<file path="config.mk">
export PLATFORM = sky130hd
export DESIGN_NAME = async_fifo_wptr_full
export DESIGN_NICKNAME = d
export VERILOG_FILES = /design/src/rtl/async_fifo_pkg.sv /design/src/rtl/async_fifo_sync_r2w.sv /design/src/rtl/async_fifo_wptr_full.sv
export SDC_FILE = /design/constraint.sdc
export NUM_CORES = 1
export LEC_CHECK = 0
export CAP_MARGIN = 20
export CORE_ASPECT_RATIO = 1.4
export CORE_UTILIZATION = 48
export DETAILED_ROUTE_END_ITERATION = 8
export PLACE_DENSITY = 0.74
export SLEW_MARGIN = 10
export SYNTH_ARGS = -nofsm -noshare
export SYNTH_HDL_FRONTEND = slang
export SYNTH_SLANG_ARGS = --single-unit
</file>
<file path="constraint.sdc">
create_clock -name wclk -period 3.1 [get_ports wclk]
set_input_delay 0.62 -clock wclk [delete_from_list [all_inputs] [get_ports wclk]]
set_output_delay 0.62 -clock wclk [all_outputs]
set_load 0.03 [all_outputs]
</file>
<file path="src/rtl/async_fifo_pkg.sv">
// Shared async FIFO package: Gray-code helpers used by both the write-side
// and read-side pointer blocks.
package async_fifo_pkg;

  // Helpers work on a wide vector; callers zero-extend their pointer into it
  // and cast the result back down to their own pointer width.  Zero-extension
  // is harmless for both conversions because leading zeros contribute nothing
  // to either XOR chain.
  localparam int GRAY_FN_W = 32;

  typedef logic [GRAY_FN_W-1:0] gray_vec_t;

  // Binary to reflected Gray code.
  function automatic gray_vec_t bin2gray(input gray_vec_t bin);
    return bin ^ (bin >> 1);
  endfunction

  // Gray to binary: each binary bit is the XOR of all Gray bits at or above
  // it, computed here as a log-depth prefix XOR.
  function automatic gray_vec_t gray2bin(input gray_vec_t gray);
    gray_vec_t bin;
    bin = gray;
    for (int s = 1; s < GRAY_FN_W; s = s << 1) begin
      bin = bin ^ (bin >> s);
    end
    return bin;
  endfunction

endpackage

</file>
<file path="src/rtl/async_fifo_sync_r2w.sv">
// Two-flop synchronizer bringing the read-domain Gray pointer into wclk.
module async_fifo_sync_r2w #(
  parameter int WIDTH = 5
) (
  input  logic             wclk,
  input  logic             wrst,
  input  logic [WIDTH-1:0] d,
  output logic [WIDTH-1:0] q
);

  logic [WIDTH-1:0] wq1_d, wq1_q;
  logic [WIDTH-1:0] wq2_d, wq2_q;

  // Next-state for the two synchronizer stages: a plain shift, no logic
  // may touch the asynchronous input before the second flop.
  always_comb begin
    wq1_d = d;
    wq2_d = wq1_q;
  end

  // Synchronizer flops, cleared immediately by the write-domain reset.
  always_ff @(posedge wclk or posedge wrst) begin
    if (wrst) begin
      wq1_q <= '0;
      wq2_q <= '0;
    end else begin
      wq1_q <= wq1_d;
      wq2_q <= wq2_d;
    end
  end

  assign q = wq2_q;

endmodule

</file>
<file path="src/rtl/async_fifo_wptr_full.sv">
// Write-side pointer and status block of the async FIFO: owns the binary and
// Gray write pointers, synchronizes the read pointer, and produces full,
// almost-full, occupancy and a sticky overflow flag.
module async_fifo_wptr_full
  import async_fifo_pkg::*;
#(
  parameter int ADDRSIZE  = 4,
  parameter int AFULL_LVL = 12
) (
  input  logic                wclk,
  input  logic                wrst,
  input  logic                winc,
  input  logic [ADDRSIZE:0]   rptr,
  input  logic                ovf_clr,
  output logic                wclken,
  output logic [ADDRSIZE-1:0] waddr,
  output logic [ADDRSIZE:0]   wptr,
  output logic                wfull,
  output logic                wafull,
  output logic [ADDRSIZE:0]   wlevel,
  output logic                overflow
);

  localparam int PW = ADDRSIZE + 1;

  // Full when the write Gray pointer equals the read Gray pointer with its
  // two MSBs flipped: one lap ahead in the binary domain.
  localparam logic [PW-1:0] FULL_MASK = PW'(3) << (PW - 2);

  logic [PW-1:0] wq2;
  logic [PW-1:0] rbin_sync;

  logic [PW-1:0] wbin_d, wbin_q;
  logic [PW-1:0] wptr_d, wptr_q;
  logic [PW-1:0] wlevel_d, wlevel_q;
  logic          wfull_d, wfull_q;
  logic          wafull_d, wafull_q;
  logic          overflow_d, overflow_q;

  async_fifo_sync_r2w #(
    .WIDTH (PW)
  ) u_sync_r2w (
    .wclk (wclk),
    .wrst (wrst),
    .d    (rptr),
    .q    (wq2)
  );

  // Next-state equations; a write and a newly synchronized read pointer on
  // the same edge are both folded into the same computation.
  always_comb begin
    wclken     = winc & ~wfull_q;
    wbin_d     = wbin_q + PW'(wclken);
    wptr_d     = PW'(bin2gray(GRAY_FN_W'(wbin_d)));
    rbin_sync  = PW'(gray2bin(GRAY_FN_W'(wq2)));
    wlevel_d   = wbin_d - rbin_sync;
    wfull_d    = (wptr_d == (wq2 ^ FULL_MASK));
    wafull_d   = (GRAY_FN_W'(wlevel_d) >= GRAY_FN_W'(AFULL_LVL));
    overflow_d = (winc & wfull_q) | (overflow_q & ~ovf_clr);
  end

  // Pointer and status registers, all cleared immediately on reset.
  always_ff @(posedge wclk or posedge wrst) begin
    if (wrst) begin
      wbin_q     <= '0;
      wptr_q     <= '0;
      wlevel_q   <= '0;
      wfull_q    <= 1'b0;
      wafull_q   <= 1'b0;
      overflow_q <= 1'b0;
    end else begin
      wbin_q     <= wbin_d;
      wptr_q     <= wptr_d;
      wlevel_q   <= wlevel_d;
      wfull_q    <= wfull_d;
      wafull_q   <= wafull_d;
      overflow_q <= overflow_d;
    end
  end

  assign waddr    = wbin_q[ADDRSIZE-1:0];
  assign wptr     = wptr_q;
  assign wfull    = wfull_q;
  assign wafull   = wafull_q;
  assign wlevel   = wlevel_q;
  assign overflow = overflow_q;

endmodule

</file>
==> results of run 1 <==
[worst max-delay path, delay by kind of cell (launching register included)]
kind | cells | cell delay [ps]
buffers and inverters | 1 | 50
DFF | 1 | 420
AOI/OAI and AO/OA | 2 | 510
xor gates and xnor gates | 4 | 1120
adders and majority gates | 2 | 350
and+or+nand+nor | 1 | 120
[cell type report]
class / count / area (sq um) / share of cell area, %
tap: 22 / 27.5 / 1.85
multi-input combinational: 48 / 418 / 28.1
sequential: 27 / 676 / 45.4
inverter: 7 / 26.3 / 1.77
timing repair buffer: 33 / 313 / 21.0
clock inverter: 1 / 5.00 / 0.336
clock buffer: 3 / 22.5 / 1.51
[cells by family (layout without fill, tap and decap cells)]
| group | count (synthesis) | in the layout | synth area share (%) |
|---|---|---|---|
| simple gates | 12 | 12 | 5.57 |
| flops | 27 | 27 | 60.1 |
| buf+inv | 8 | 44 | 2.67 |
| compound gates | 6 | 6 | 3.67 |
| fa+ha+maj | 6 | 6 | 6.57 |
| xor+xnor | 24 | 24 | 21.4 |
[cell usage after synthesis, types with 2 or more instances]
cell type	count	area, sq um
nor3_1	2	10.0
a21oi_1	2	10.0
ha_1	5	62.6
or3_1	2	12.5
inv_1	7	26.3
xor2_1	4	35.0
dfrtp_1	27	676
xnor2_1	17	149
nand3_1	4	20.0
[state kept, by name (all words and copies together) (netlist names)]
| signal | flops |
|---|---|
| u_sync_r2w.q | 5 |
| u_sync_r2w.wq1_q | 5 |
| wbin_q | 5 |
| wlevel | 5 |
| wptr | 4 |
| overflow | 1 |
| wafull | 1 |
| wfull | 1 |
[per-layer routing]
layer | wire (um) | vias up | share of wire [%]
li1 | - | 338 | -
met1 | 684 | 323 | 42
met2 | 842 | 27 | 51
met3 | 64 | 5 | 3.9
met4 | 49 | 0 | 3.0
met5 | 0 | - | 0
[power by group through the flow]
stage / clock, W / combinational, W / sequential (W)
floorplan: 0 / 0.000526 / 0.000768
global placement: 0 / 0.00113 / 0.000550
detailed placement: 0 / 0.00114 / 0.000554
CTS: 0.000155 / 0.00115 / 0.000545
global route: 0.000162 / 0.00123 / 0.000554
finish: 0.000145 / 0.00114 / 0.000543
[worst paths after layout]
path | startpoint | end | slack (ps) | cells past startpoint
hold reg to reg | u_sync_r2w.wq1_q[2]$_DFF_PP0_ | u_sync_r2w.q[2]$_DFF_PP0_ | 370 | 0
hold / removal | u_sync_r2w.wq1_q[2]$_DFF_PP0_ | u_sync_r2w.q[2]$_DFF_PP0_ | 370 | 0
setup reg to reg | u_sync_r2w.q[3]$_DFF_PP0_ | wafull$_DFF_PP0_ | 420 | 10
min in group asynchronous | wrst | wlevel[1]$_DFF_PP0_ | 620 | 3
max in group asynchronous | wrst | u_sync_r2w.wq1_q[1]$_DFF_PP0_ | 2230 | 3
setup / recovery | u_sync_r2w.q[3]$_DFF_PP0_ | wafull$_DFF_PP0_ | 420 | 10
[per-stage QoR]
stage	worst slack (ps)	total power [W]	instance area (sq um)	utilization, %
6_report	425	0.00183	1490	67.6
5_1_grt	273	0.00195	1490	67.6
4_1_cts	429	0.00185	1490	67.6
3_5_place_dp	117	0.00169	1460	66.3
3_3_place_gp	142	0.00168	1460	66.3
2_1_floorplan	56.4	0.00129	1120	-
==> summary.md, run 1 <==
| Metric | Value |
|---|---|
| Worst EP arrival | `2910 ps` |
| Register area share after synthesis | `60.1%` |
| Starting Density | `between 50% and 60%` |
| Die area | `2540 sq um` |
| Slew Limit Fails | `0` |
| Type of the worst min-delay path | `register to register` |
| FP Rows | `20` |
| Port Buffers | `26` |
| Residual DRC | `0` |
| Hold Vio Cnt, Final | `0` |
| Peak VDD IR | `about 0.57 mV` |
| Root Buffer | `clkbuf_4` |
| Total Routed Length | `1640 um` |
| Post-synthesis register bit count | `27` |
| Count of final setup violators | `0` |
| Routed vias | `between 600 and 700` |
| Die W | `42.9 um` |
| Worst-case clock skew | `~1.8 ps` |
| H-tree depth | `1` |
| Max-cap check violation count | `0` |
| Crit start category | `register` |
| Sw Share | `41.8%` |
| Resized Gates After CTS | `0` |
| Routed length per instance | `11.6 um` |
| LEAKAGE | `0.654 nW` |
| Diode count | `0` |
| Commonest non-fill, non-tap cell in the layout | `dfrtp_1` |
| Initial antenna violation count | `0` |
| Crit path kind | `register to register` |
| I/O Pins | `27` |
| Mapped Cells | `83` |
| Final Cycle Share | `86.3%` |
| Min Tclk post-route | `2680 ps` |
| Yosys warns | `0` |
| Hold buffers post-CTS | `0` |
| Most common cell on crit path | `ha_1` |
| Layout cells sized above 1 | `12.6%` |
| Syn-to-layout area delta | `32.4%` |
| Worst path max stage delay | `490 ps` |
| Crit end category | `register` |
| GR Util met1 | `between 10% and 20%` |
| CTS tree | `built` |
| PD cells | `1230 nW/um^2` |
| Critical path's slowest cell | `xnor3_2` |
| GRT Residual Overflow | `0` |
| Most Used Layer, Global Route | `met2` |
| Mapped Area | `1120 sq um` |
| Initial DRC count | `18` |
| Synth unique cells | `22` |
| Placed Cells incl. Taps | `approximately 140` |
| FFs w/ async S/R, synth | `100%` |
| Num CTS Buffers | `3` |
| Fillcell total | `approximately 160` |
| Hold slack final | `roughly 370 ps` |
| Clk pwr share | `7.9%` |
| Largest net degree at the start of global routing | `28` |
| DRT antenna net count | `0` |
| Peak Freq | `0.374 GHz` |
| Clock slew at reported path FFs | `roughly 130 ps` |
| Hpwl dp | `around 1300 um` |
| Unrepaired setup endpoints after global routing | `no` |
| Die Y-Extent | `roughly 59 um` |
| Core area | `approximately 2200 sq um` |
| First-pass DRT Iterations | `4` |
| Net switching power | `0.000764 W` |
| Status | `complete, no violations` |
| Crit Path Max Fanout | `5` |
| First-pass GRT wire length | `2690 um` |
| DR vias/cell | `4.91` |
| Worst skew pair latency | `320 ps` |
| All-layer global routing usage | `14.8%` |
| Post-route insts no fill | `between 100 and 150` |
| Most frequent cells in the layout | `dfrtp_1, clkdlybuf4s50_1, xnor2_1` |
| Gpl congestion | `0.828` |
| P_int | `0.00106 W` |
| TritonCTS Sinks | `27` |
| Seq pwr share | `29.7%` |
| Worst endpoint required time | `~3300 ps` |
| Post-Syn Nets | `97` |
| Final setup TNS | `0 ps` |
| Worst slew margin | `76.3%` |
| Logic pwr share | `62.4%` |
| Fin nets | `134` |
| Met3 Track Usage GR | `2.74%` |
| Worst Tran Pin Value | `roughly 350 ps` |
| Post-synth EDFFs | `0` |
| Max clock buf depth | `2` |
| Top FF cell, synth | `dfrtp_1` |
| GR Util met2 | `26.2%` |
| Vias in the first global route | `651` |
| Post-CTS Setup Inserts | `0` |
| Post-Syn Area per Cell | `13.5 sq um` |
| Cell chain of the critical path | `xnor3_2, xor2_2, xnor2_1, ha_1, inv_1, ha_1, a2111oi_1, nor3_1, xor2_1, a21o_1` |
Power figures use the tool's default switching activity.
==> inputs of run 2 (changes only) <==
--- a/config.mk
+++ b/config.mk
@@ -8,6 +8,7 @@
 export CAP_MARGIN = 20
 export CORE_ASPECT_RATIO = 1.4
 export CORE_UTILIZATION = 48
+export CTS_CLUSTER_SIZE = 8
 export DETAILED_ROUTE_END_ITERATION = 8
 export PLACE_DENSITY = 0.74
 export SLEW_MARGIN = 10
==> results of run 2 <==
Final layout, timing and power as in run 1 (identical DEF).
